==> config.mk <==
export PLATFORM = sky130hd
export DESIGN_NAME = dynamixel_write_scheduler
export DESIGN_NICKNAME = d
export VERILOG_FILES = /design/src/rtl/dynamixel_write_scheduler.sv
export SDC_FILE = /design/constraint.sdc
export NUM_CORES = 1
export LEC_CHECK = 0
export CORE_MARGIN = 8
export CORE_UTILIZATION = 35
export CTS_BUF_LIST = sky130_fd_sc_hd__clkbuf_8
export DETAILED_ROUTE_END_ITERATION = 8
export PLACE_DENSITY = 0.63
export SLEW_MARGIN = 20
export SYNTH_ARGS = -nofsm -noshare
export SYNTH_HDL_FRONTEND = slang
export SYNTH_SLANG_ARGS = --single-unit
==> constraint.sdc <==
create_clock -name clock_i -period 6 [get_ports clock_i]
set_input_delay 0.6 -clock clock_i [delete_from_list [all_inputs] [get_ports clock_i]]
set_output_delay 0.6 -clock clock_i [all_outputs]
set_load 0.03 [all_outputs]
==> src/rtl/dynamixel_write_scheduler.sv <==
// -----------------------------------------------------------------------------
// dynamixel_write_scheduler
//
// Shares one Dynamixel Protocol 2.0 sync-write transmitter (broadcast to four
// fixed servo IDs) between three requester channels. Each channel posts an
// address, a data length and four per-servo values into its own pending slot.
// A round-robin arbiter picks one pending slot, drives the transmitter with a
// one-cycle send pulse and then keeps the command frozen for the frame time
// plus a bus gap. The transmitter reports neither busy nor done, so the frame
// time is computed here from the data length.
//
// Parameters
//   clocks_per_bit  UART bit period in clocks (must match the transmitter)
//   gap_bits        idle bit-times inserted after every frame
//
// Ports
//   clock_i                 system clock
//   reset_i                 synchronous, active-high reset
//   reqN_i                  one-cycle request strobe for channel N
//   addrN_i / lenN_i        control-table address / data length (1, 2 or 4)
//   dataN_i                 servo values: [31:0] id1 .. [127:96] id4
//   pending_o[N]            channel N holds an unsent command
//   overwrite_o[N]          pulse: channel N replaced an unsent command
//   reject_o[N]             pulse: channel N posted an illegal length
//   grant_o[N]              pulse with tx_send_o naming the channel being sent
//   tx_send_o               one-cycle send pulse to the transmitter
//   tx_address_o, tx_data_len_o, tx_value1_o..tx_value4_o
//                           command presented to the transmitter
// -----------------------------------------------------------------------------
module dynamixel_write_scheduler #(
   parameter int clocks_per_bit = 1,
   parameter int gap_bits       = 20
) (
   input  logic          clock_i,
   input  logic          reset_i,
   input  logic          req0_i,
   input  logic          req1_i,
   input  logic          req2_i,
   input  logic [15:0]   addr0_i,
   input  logic [15:0]   addr1_i,
   input  logic [15:0]   addr2_i,
   input  logic [15:0]   len0_i,
   input  logic [15:0]   len1_i,
   input  logic [15:0]   len2_i,
   input  logic [127:0]  data0_i,
   input  logic [127:0]  data1_i,
   input  logic [127:0]  data2_i,
   output logic [2:0]    pending_o,
   output logic [2:0]    overwrite_o,
   output logic [2:0]    reject_o,
   output logic [2:0]    grant_o,
   output logic          tx_send_o,
   output logic [15:0]   tx_address_o,
   output logic [15:0]   tx_data_len_o,
   output logic [31:0]   tx_value1_o,
   output logic [31:0]   tx_value2_o,
   output logic [31:0]   tx_value3_o,
   output logic [31:0]   tx_value4_o
);

   // Frame length in bytes is 18 + 4*len; each byte is 10 bit-times on the wire.
   localparam int WIN1 = ((18 + 4 * 1) * 10 + gap_bits) * clocks_per_bit;
   localparam int WIN2 = ((18 + 4 * 2) * 10 + gap_bits) * clocks_per_bit;
   localparam int WIN4 = ((18 + 4 * 4) * 10 + gap_bits) * clocks_per_bit;

   // Sized for the longest frame at the slowest supported bit period.
   localparam int CNT_W = $clog2(((18 + 4 * 4) * 10 + gap_bits) * 1024 + 1);

   localparam logic [CNT_W-1:0] WIN1_M1 = CNT_W'(WIN1 - 1);
   localparam logic [CNT_W-1:0] WIN2_M1 = CNT_W'(WIN2 - 1);
   localparam logic [CNT_W-1:0] WIN4_M1 = CNT_W'(WIN4 - 1);

   typedef enum logic [1:0] {
      ST_HOLDOFF = 2'd0,
      ST_IDLE    = 2'd1,
      ST_WAIT    = 2'd2
   } state_t;

   // Counter reload for a frame of the given (already validated) length.
   function automatic logic [CNT_W-1:0] win_m1(input logic [15:0] len);
      if (len == 16'd1) begin
         win_m1 = WIN1_M1;
      end else if (len == 16'd2) begin
         win_m1 = WIN2_M1;
      end else begin
         win_m1 = WIN4_M1;
      end
   endfunction

   // ---------------------------------------------------------------------------
   // Channel inputs gathered into arrays so the slots can be generated.
   // ---------------------------------------------------------------------------
   logic          req_w  [3];
   logic [15:0]   addr_w [3];
   logic [15:0]   len_w  [3];
   logic [127:0]  data_w [3];

   assign req_w[0]  = req0_i;
   assign req_w[1]  = req1_i;
   assign req_w[2]  = req2_i;
   assign addr_w[0] = addr0_i;
   assign addr_w[1] = addr1_i;
   assign addr_w[2] = addr2_i;
   assign len_w[0]  = len0_i;
   assign len_w[1]  = len1_i;
   assign len_w[2]  = len2_i;
   assign data_w[0] = data0_i;
   assign data_w[1] = data1_i;
   assign data_w[2] = data2_i;

   // Slot contents seen by the arbiter.
   logic [2:0]    pending_w;
   logic [15:0]   slot_addr_w [3];
   logic [15:0]   slot_len_w  [3];
   logic [127:0]  slot_data_w [3];

   // One-hot channel being granted on this edge (from the FSM).
   logic [2:0]    grant_now;

   // ---------------------------------------------------------------------------
   // Pending slots, one per channel.
   // ---------------------------------------------------------------------------
   genvar gi;
   generate
      for (gi = 0; gi < 3; gi++) begin : g_chan
         logic          legal_len;
         logic          pend_q;
         logic          over_q;
         logic          rej_q;
         logic [15:0]   addr_q;
         logic [15:0]   len_q;
         logic [127:0]  data_q;

         assign legal_len = (len_w[gi] == 16'd1) || (len_w[gi] == 16'd2) ||
                            (len_w[gi] == 16'd4);

         always_ff @(posedge clock_i) begin
            if (reset_i) begin
               pend_q <= 1'b0;
               over_q <= 1'b0;
               rej_q  <= 1'b0;
               addr_q <= '0;
               len_q  <= '0;
               data_q <= '0;
            end else begin
               // A slot granted on this same edge is already being sent, so a
               // new request refills it rather than overwriting it.
               over_q <= req_w[gi] && legal_len && pend_q && !grant_now[gi];
               rej_q  <= req_w[gi] && !legal_len;
               if (req_w[gi] && legal_len) begin
                  addr_q <= addr_w[gi];
                  len_q  <= len_w[gi];
                  data_q <= data_w[gi];
                  pend_q <= 1'b1;
               end else if (grant_now[gi]) begin
                  pend_q <= 1'b0;
               end
            end
         end

         assign pending_w[gi]   = pend_q;
         assign overwrite_o[gi] = over_q;
         assign reject_o[gi]    = rej_q;
         assign slot_addr_w[gi] = addr_q;
         assign slot_len_w[gi]  = len_q;
         assign slot_data_w[gi] = data_q;
      end
   endgenerate

   assign pending_o = pending_w;

   // ---------------------------------------------------------------------------
   // Round-robin pick: first pending channel after the last winner.
   // ---------------------------------------------------------------------------
   logic [1:0]    ptr_q;
   logic [1:0]    ptr_d;
   logic [1:0]    cand1;
   logic [1:0]    cand2;
   logic [1:0]    sel;
   logic [15:0]   sel_addr;
   logic [15:0]   sel_len;
   logic [127:0]  sel_data;

   always_comb begin
      cand1 = (ptr_q == 2'd2) ? 2'd0 : ptr_q + 2'd1;
      cand2 = (cand1 == 2'd2) ? 2'd0 : cand1 + 2'd1;
      if (pending_w[cand1]) begin
         sel = cand1;
      end else if (pending_w[cand2]) begin
         sel = cand2;
      end else begin
         sel = ptr_q;
      end
   end

   always_comb begin
      sel_addr = slot_addr_w[0];
      sel_len  = slot_len_w[0];
      sel_data = slot_data_w[0];
      case (sel)
         2'd1: begin
            sel_addr = slot_addr_w[1];
            sel_len  = slot_len_w[1];
            sel_data = slot_data_w[1];
         end
         2'd2: begin
            sel_addr = slot_addr_w[2];
            sel_len  = slot_len_w[2];
            sel_data = slot_data_w[2];
         end
         default: ;
      endcase
   end

   // ---------------------------------------------------------------------------
   // Scheduler FSM.
   // ---------------------------------------------------------------------------
   state_t            state_q;
   state_t            state_d;
   logic [CNT_W-1:0]  cnt_q;
   logic [CNT_W-1:0]  cnt_d;
   logic              grant_valid;

   always_comb begin
      state_d     = state_q;
      cnt_d       = cnt_q;
      ptr_d       = ptr_q;
      grant_now   = 3'b000;
      grant_valid = 1'b0;
      case (state_q)
         ST_HOLDOFF, ST_WAIT: begin
            // Return to IDLE on the edge where the counter reaches zero, so the
            // next send lands exactly one window after the previous one.
            cnt_d = cnt_q - 1'b1;
            if (cnt_q <= CNT_W'(1)) begin
               cnt_d   = '0;
               state_d = ST_IDLE;
            end
         end
         ST_IDLE: begin
            if (|pending_w) begin
               grant_valid = 1'b1;
               grant_now   = 3'b001 << sel;
               ptr_d       = sel;
               cnt_d       = win_m1(sel_len);
               state_d     = ST_WAIT;
            end
         end
         default: begin
            state_d = ST_HOLDOFF;
            cnt_d   = WIN4_M1;
         end
      endcase
   end

   logic          tx_send_q;
   logic [2:0]    grant_q;
   logic [15:0]   tx_address_q;
   logic [15:0]   tx_data_len_q;
   logic [127:0]  tx_values_q;

   always_ff @(posedge clock_i) begin
      if (reset_i) begin
         // The transmitter has no reset and may still be mid-frame, so wait
         // out the longest possible frame before the first send.
         state_q       <= ST_HOLDOFF;
         cnt_q         <= WIN4_M1;
         ptr_q         <= 2'd2;
         tx_send_q     <= 1'b0;
         grant_q       <= 3'b000;
         tx_address_q  <= '0;
         tx_data_len_q <= '0;
         tx_values_q   <= '0;
      end else begin
         state_q   <= state_d;
         cnt_q     <= cnt_d;
         ptr_q     <= ptr_d;
         tx_send_q <= grant_valid;
         grant_q   <= grant_now;
         // Command registers only change at a grant; the transmitter samples
         // them byte by byte throughout the frame.
         if (grant_valid) begin
            tx_address_q  <= sel_addr;
            tx_data_len_q <= sel_len;
            tx_values_q   <= sel_data;
         end
      end
   end

   assign tx_send_o     = tx_send_q;
   assign grant_o       = grant_q;
   assign tx_address_o  = tx_address_q;
   assign tx_data_len_o = tx_data_len_q;
   assign tx_value1_o   = tx_values_q[31:0];
   assign tx_value2_o   = tx_values_q[63:32];
   assign tx_value3_o   = tx_values_q[95:64];
   assign tx_value4_o   = tx_values_q[127:96];

endmodule

# Yosys cells after proc, flatten, opt, wreduce, memory -nomap -nowiden
# Index checks and enable logic that the tools add are counted.
[totals] out_inout_bits=173 register_bits=676 elab_cells=113 in_bits=485
[classes] n_eq_ne=19 shifts=1 add_sub_neg=3 magnitude_cmp=3 n_reduce_logical=32 mux=29
[op_table] cell="one-hot mux 128 bit (2 select lines)" count=1
[op_table] cell="equality test 16 x 1 -> 1 bit (second input constant)" count=4
[op_table] cell="equality test 16 x 2 -> 1 bit (second input constant)" count=4
[op_table] cell="one-hot mux 16 bit (2 select lines)" count=2
[op_table] cell="equality test 16 x 3 -> 1 bit (second input constant)" count=3
[op_table] cell="two-way mux 19 bit" count=2
[op_table] cell="one-hot mux 19 bit (2 select lines)" count=1
[op_table] cell="less-or-equal comparator 19 x 1 -> 1 bit (second input constant)" count=1
[op_table] cell="subtractor 19 x 1 -> 19 bit (second input constant)" count=1
[op_table] cell="logical AND 1 bit" count=12
[op_table] cell="two-way mux 2 bit" count=6
[op_table] cell="two-way mux 1 bit" count=10
[op_table] cell="two-way mux 9 bit" count=1
[op_table] cell="equality test 2 bit (second input constant)" count=4
[op_table] cell="two-way mux 7 bit" count=1
[op_table] cell="zero test 1 bit" count=6
[op_table] cell="logical OR 1 bit" count=6
[op_table] cell="< comparator 2 x 3 -> 1 bit (second input constant)" count=2
[op_table] cell="two-way mux 3 bit" count=2
[op_table] cell="nonzero test 2 bit" count=3
[op_table] cell="adder 2 x 1 -> 2 bit (second input constant)" count=2
[op_table] cell="binary-select mux 1 bit (select 2 bit)" count=2
[op_table] cell="equality test 2 x 1 -> 1 bit (second input constant)" count=2
[op_table] cell="inequality test 2 bit (second input constant)" count=2
[op_table] cell="other kinds (6)" count=7

# Depth between registers and ports, before layout
[logic_depth] depth_word=15 ltp_mapped=14 mapped_depth_nobuf=11

# Least setup slack after synthesis
# OpenSTA, ideal clock, no wires.
[synth_timing] path_kind="register to register" start="register g_chan[1].pend_q" end="register cnt_q[3]" arrival_ps=2627 n_path_buf=2 path_stages_with_launch=14 setup_ps=92 t_required_ps=5908 setup_slack_ps=3281 period_less_slack_ps=2719 path_cell_list="dfxtp_1 inv_1 o21ai_0 nor2_1 a21oi_1 inv_1 ha_1 buf_4 buf_6 a22o_1 mux2i_1 nand4_1 or4_1 o32ai_1"
[synth_between] elab_chain_cells=10 elab_cells_between_ends=15 classes_between="4 x eq/ne; 10 x mux; 1 x reduce/logical"
[synth_lines] item="start, declared" line_no="127" rtl="logic pend_q;"
[synth_lines] item="start signal, assigned" line_no="139" rtl="pend_q <= 1'b0;"
[synth_lines] item="start signal, assigned" line_no="154" rtl="pend_q <= 1'b1;"
[synth_lines] item="start signal, assigned" line_no="156" rtl="pend_q <= 1'b0;"
[synth_lines] item="binary-select mux 1 bit (select 2 bit)" line_no="189" rtl="end else if (pending_w[cand2]) begin"
[synth_lines] item="two-way mux 1 bit (implied by the code)" line_no="189"
[synth_lines] item="two-way mux 2 bit" line_no="189"
[synth_lines] item="two-way mux 2 bit *" line_no="187" rtl="if (pending_w[cand1]) begin"
[synth_lines] item="named net sel[1]" line_no="179" rtl="logic [1:0] sel;"
[synth_lines] item="equality test 2 bit / equality test 2 x 1 -> 1 bit (equally long branches)" line_no="200" rtl="case (sel)"
[synth_lines] item="one-hot mux 16 bit (2 select lines) *" line_no="200"
[synth_lines] item="equality test 16 x 1 -> 1 bit *" line_no="81" rtl="if (len == 16'd1) begin"
[synth_lines] item="two-way mux 9 bit *" line_no="81"
[synth_lines] item="two-way mux 19 bit *" line_no="241" rtl="if (|pending_w) begin"
[synth_lines] item="one-hot mux 19 bit (2 select lines) *" line_no="230" rtl="case (state_q)"
[synth_lines] item="end signal, assigned" line_no="276" rtl="cnt_q <= cnt_d;"
[synth_lines] item="end, declared" line_no="220" rtl="logic [CNT_W-1:0] cnt_q;"
# The timed path passes the listed nets; every way through them passes the cells marked *. The select of a mux whose other input is x is not followed.
# A chain may end at the register's enable or synchronous reset.

# Worst setup path in the final report
[layout_timing] start="register g_chan[1].pend_q" end="register cnt_q[8]"
[layout_between] elab_chain_cells=10 elab_cells_between_ends=15 classes_between="4 x eq/ne; 10 x mux; 1 x reduce/logical"
[layout_lines] item="binary-select mux 1 bit (select 2 bit)" line_no="189"
[layout_lines] item="two-way mux 1 bit (implied by the code)" line_no="189"
[layout_lines] item="two-way mux 2 bit" line_no="189"
[layout_lines] item="two-way mux 2 bit" line_no="187"
[layout_lines] item="equality test 2 bit / equality test 2 x 1 -> 1 bit (equally long branches)" line_no="200"
[layout_lines] item="one-hot mux 16 bit (2 select lines)" line_no="200"
[layout_lines] item="equality test 16 x 1 -> 1 bit" line_no="81"
[layout_lines] item="two-way mux 9 bit" line_no="81"
[layout_lines] item="two-way mux 19 bit" line_no="241"
[layout_lines] item="one-hot mux 19 bit (2 select lines)" line_no="230"
# Several ways; a longest one is shown, not always the timed one. The select of a mux whose other input is x is not followed.

==> results.py <==
metrics = {
    "synth": {
        "async_flop_share": 0,
        "synth_warnings": 0,
        "syn_nets": 3827,
        "synth_edf_count": 0,
        "ys_seq_area_frac": 0.514,
        "synth_area_leaders": "dfxtp_1 (51%), nand2_1 (13%), a21oi_1 (12%)",
        "synthFlopType": "dfxtp_1",
        "synth_top_area_cell": "dfxtp_1",
        "synth_top_area_share": 0.514,
        "synth_seq_cells": 676,
        "syn_inst": 3337,
        "synth_area_sq_um": 26300,
        "avgSynthCellArea_sq_um": 7.89,
        "synth_cell_types": 54,
    },
    "global_routing": {
        "track_usage": 0.226,
        "grt_pass1_vias": 24492,
        "grt_pass1_wl_um": 152000,
        "grt_max_degree": 185,
        "antenna_found_initial": 22,
        "grt_overflow": 0,
    },
    "floorplanning": {
        "die_w_um": 290,
        "row_count": 100,
        "die_h_um": 290,
        "die_area_sq_um": 84200,
        "initial_utilization": 0.353,
        "pin_count": 658,
        "core_area_sq_um": 74400,
    },
    "placement": {
        "io_buffers": 657,
        "gp_congestion": 0.848,
        "dp_hpwl_um": 66600,
    },
    "worst_setup_path": {
        "arrival_ps": 4220,
        "end_kind": "flop",
        "slowest_delay_ps": 840,
        "cpMostUsedCell": "a21oi_1",
        "cpLargestDelayFamily": "compound AO/OA/AOI/OAI gates",
        "slowest_stage": "ha_4",
        "cp-start-kind": "flop",
        "path_buf_inv": 2,
        "worstPathCellList": "inv_1, o21ai_0, nor2_1, a21oi_1, ha_4, buf_12, a21oi_1, or3_1, a211oi_1, a22oi_1",
        "path_max_fanout": 138,
        "path_class": "flop to flop",
        "required_ps": 6540,
        "r2r_slack_ps": 2320,
    },
    "clock_tree": {
        "root_buffer": "clkbuf_8",
        "post_cts.repair.setup_buffers": 0,
        "cts_htree_levels": 3,
        "cts.repair.resized": 0,
        "clock_latency_ps": 720,
        "hold_buffers": 0,
        "path_clk_slew_ps": 60,
        "cts.sinks": 676,
        "numCtsBuffers": 114,
        "cts_tree": "built",
        "cts_buffer_depth": 3,
    },
    "sta": {
        "worst_pin_slew_ps": 1060,
        "setup_violations": 0,
        "rsz0062_at_grt": "false",
        "finalHoldViolCount": 0,
        "fin_tns_setup_ps": 0,
        "post-route-period-util": 0.614,
        "fin_skew_ps": 39.3,
        "slew_headroom": 0.296,
        "max_freq_ghz": 0.272,
        "slew_viol_final": 0,
        "fin_crit_ps": 3680,
    },
    "finish": {
        "layout_commonest_cell": "nand2_1",
        "final_core_util": 0.479,
        "final_cell_mix": "nand2_1 (908), dfxtp_1 (676), clkdlybuf4s50_1 (656)",
        "final_layout_size_suffix_gt1_frac": 0.0532,
        "num-fill-cells": 7302,
        "fin_nets": 4336,
        "syn2layout_area_growth_pct": 35.4,
    },
    "detailed_routing": {
        "finalWirelength_um": 101000,
        "ant_nets": 0,
        "routedWlPerCell_um": 20.6,
        "drt_iter0_markers": 1679,
        "vias": 25444,
        "vias_per_cell": 5.18,
        "drcViolationCount": 0,
        "firstDrtPassIters": 5,
    },
    "power": {
        "power.density_nw_per_um2": 257,
        "p_total_w": 0.00914,
        "power_leakage_nw": 12.3,
        "peakVddDrop_uv": 153,
    },
    "worst_hold_path": {
        "hp-class": "primary input to flop",
    },
    "flow_run": {
        "cap_violations": 0,
    },
    "status": {
        "status": "finished clean",
    },
}
-- sequential cells by signal, indices dropped and copies added, names as in the netlist, 16 cells and up --
| register | cells |
|---|---|
| g_chan.len_q | 48 |
| tx_data_len_o | 16 |
| tx_address_o | 16 |
| g_chan.addr_q | 48 |
| tx_values_q | 128 |
| cnt_q | 19 |
| g_chan.data_q | 384 |
-- kinds of logic (layout without fill, tap and decap cells) --
| family | Yosys count | count (layout) | share of synthesized area |
|---|---|---|---|
| multiplexers | 16 | 16 | 0.00609 |
| XOR/XNOR | 15 | 15 | 0.00499 |
| buffers and inverters | 300 | 893 | 0.0487 |
| adder cells (fa/ha/maj) | 5 | 5 | 0.00238 |
| AND/OR/NAND/NOR | 1366 | 1366 | 0.207 |
| flip-flops | 676 | 676 | 0.514 |
| other | 0 | 15 | 0 |
| AO/OA/AOI/OAI | 959 | 959 | 0.217 |
-- per-stage QoR --
stage	std cells	area (sq um)	hold WS, ps	setup slack [ps]
3_5_place_dp	4699	33300	443	2270
4_1_cts	4899	35600	345	2260
2_1_floorplan	3337	26300	431	3280
5_1_grt	4913	35600	392	1950
6_report	4914	35600	411	2320
3_3_place_gp	4699	33300	437	2330
-- worst paths after layout --
path	startpoint	to	cells past startpoint
hold / removal	reset_i	ptr_q[0]	2
setup / recovery	g_chan[1].pend_q	cnt_q[8]	10
setup reg to reg	g_chan[1].pend_q	cnt_q[8]	10
hold reg to reg	g_chan[1].data_q[58]	g_chan[1].data_q[58]	2
-- synthesized netlist by cell type (2+ instances only) --
| cell | number |
|---|---|
| and3_1 | 41 |
| or3_1 | 4 |
| a2111oi_1 | 2 |
| o211ai_1 | 3 |
| clkbuf_1 | 197 |
| or4_1 | 7 |
| xnor2_1 | 8 |
| buf_1 | 8 |
| a21oi_1 | 617 |
| dfxtp_1 | 676 |
| o21ai_0 | 4 |
| or3_2 | 2 |
| buf_2 | 69 |
| mux2i_1 | 16 |
| and2_1 | 3 |
| nor3b_1 | 3 |
| and4_1 | 3 |
| nor3_1 | 10 |
| nand4_1 | 5 |
| inv_1 | 8 |
| a22o_1 | 15 |
| nor2_1 | 347 |
| o32ai_1 | 3 |
| nand2b_1 | 2 |
| xor2_1 | 7 |
| o31ai_1 | 2 |
| nand2_1 | 909 |
| nor4_1 | 13 |
| nor4b_1 | 3 |
| buf_4 | 16 |
| o22ai_1 | 3 |
| a311oi_1 | 2 |
| a22oi_1 | 148 |
| nand3_1 | 7 |
| a211oi_1 | 151 |
| ha_1 | 5 |
-- cell type report --
type / count / area (sq um) / share of cell area
diodes: 15 / 37.5 / 0.00105
clock buffers: 147 / 2020 / 0.0568
clock inverters: 53 / 309 / 0.00867
inverters: 8 / 30.0 / 0.000843
multi-input cells: 2361 / 11600 / 0.325
flip-flops and latches: 676 / 13500 / 0.380
well taps: 969 / 1210 / 0.0340
repair buffers: 685 / 6930 / 0.194
-- layer usage --
metal,part of all wire,up-vias,track usage
li1,-,12382,-
met1,0.42,11928,0.287
met2,0.46,953,0.368
met3,0.081,167,0.0633
met4,0.028,14,0.0792
met5,0.00094,-,0
-- report_power, final --
group / internal (W) / switching (W) / total, W
Clock: 0.00227 / 0.00192 / 0.00419
Sequential: 0.00449 / 0.00000296 / 0.00450
Combinational: 0.000294 / 0.000163 / 0.000457
No activity file was read; power rests on OpenSTA's default activity.
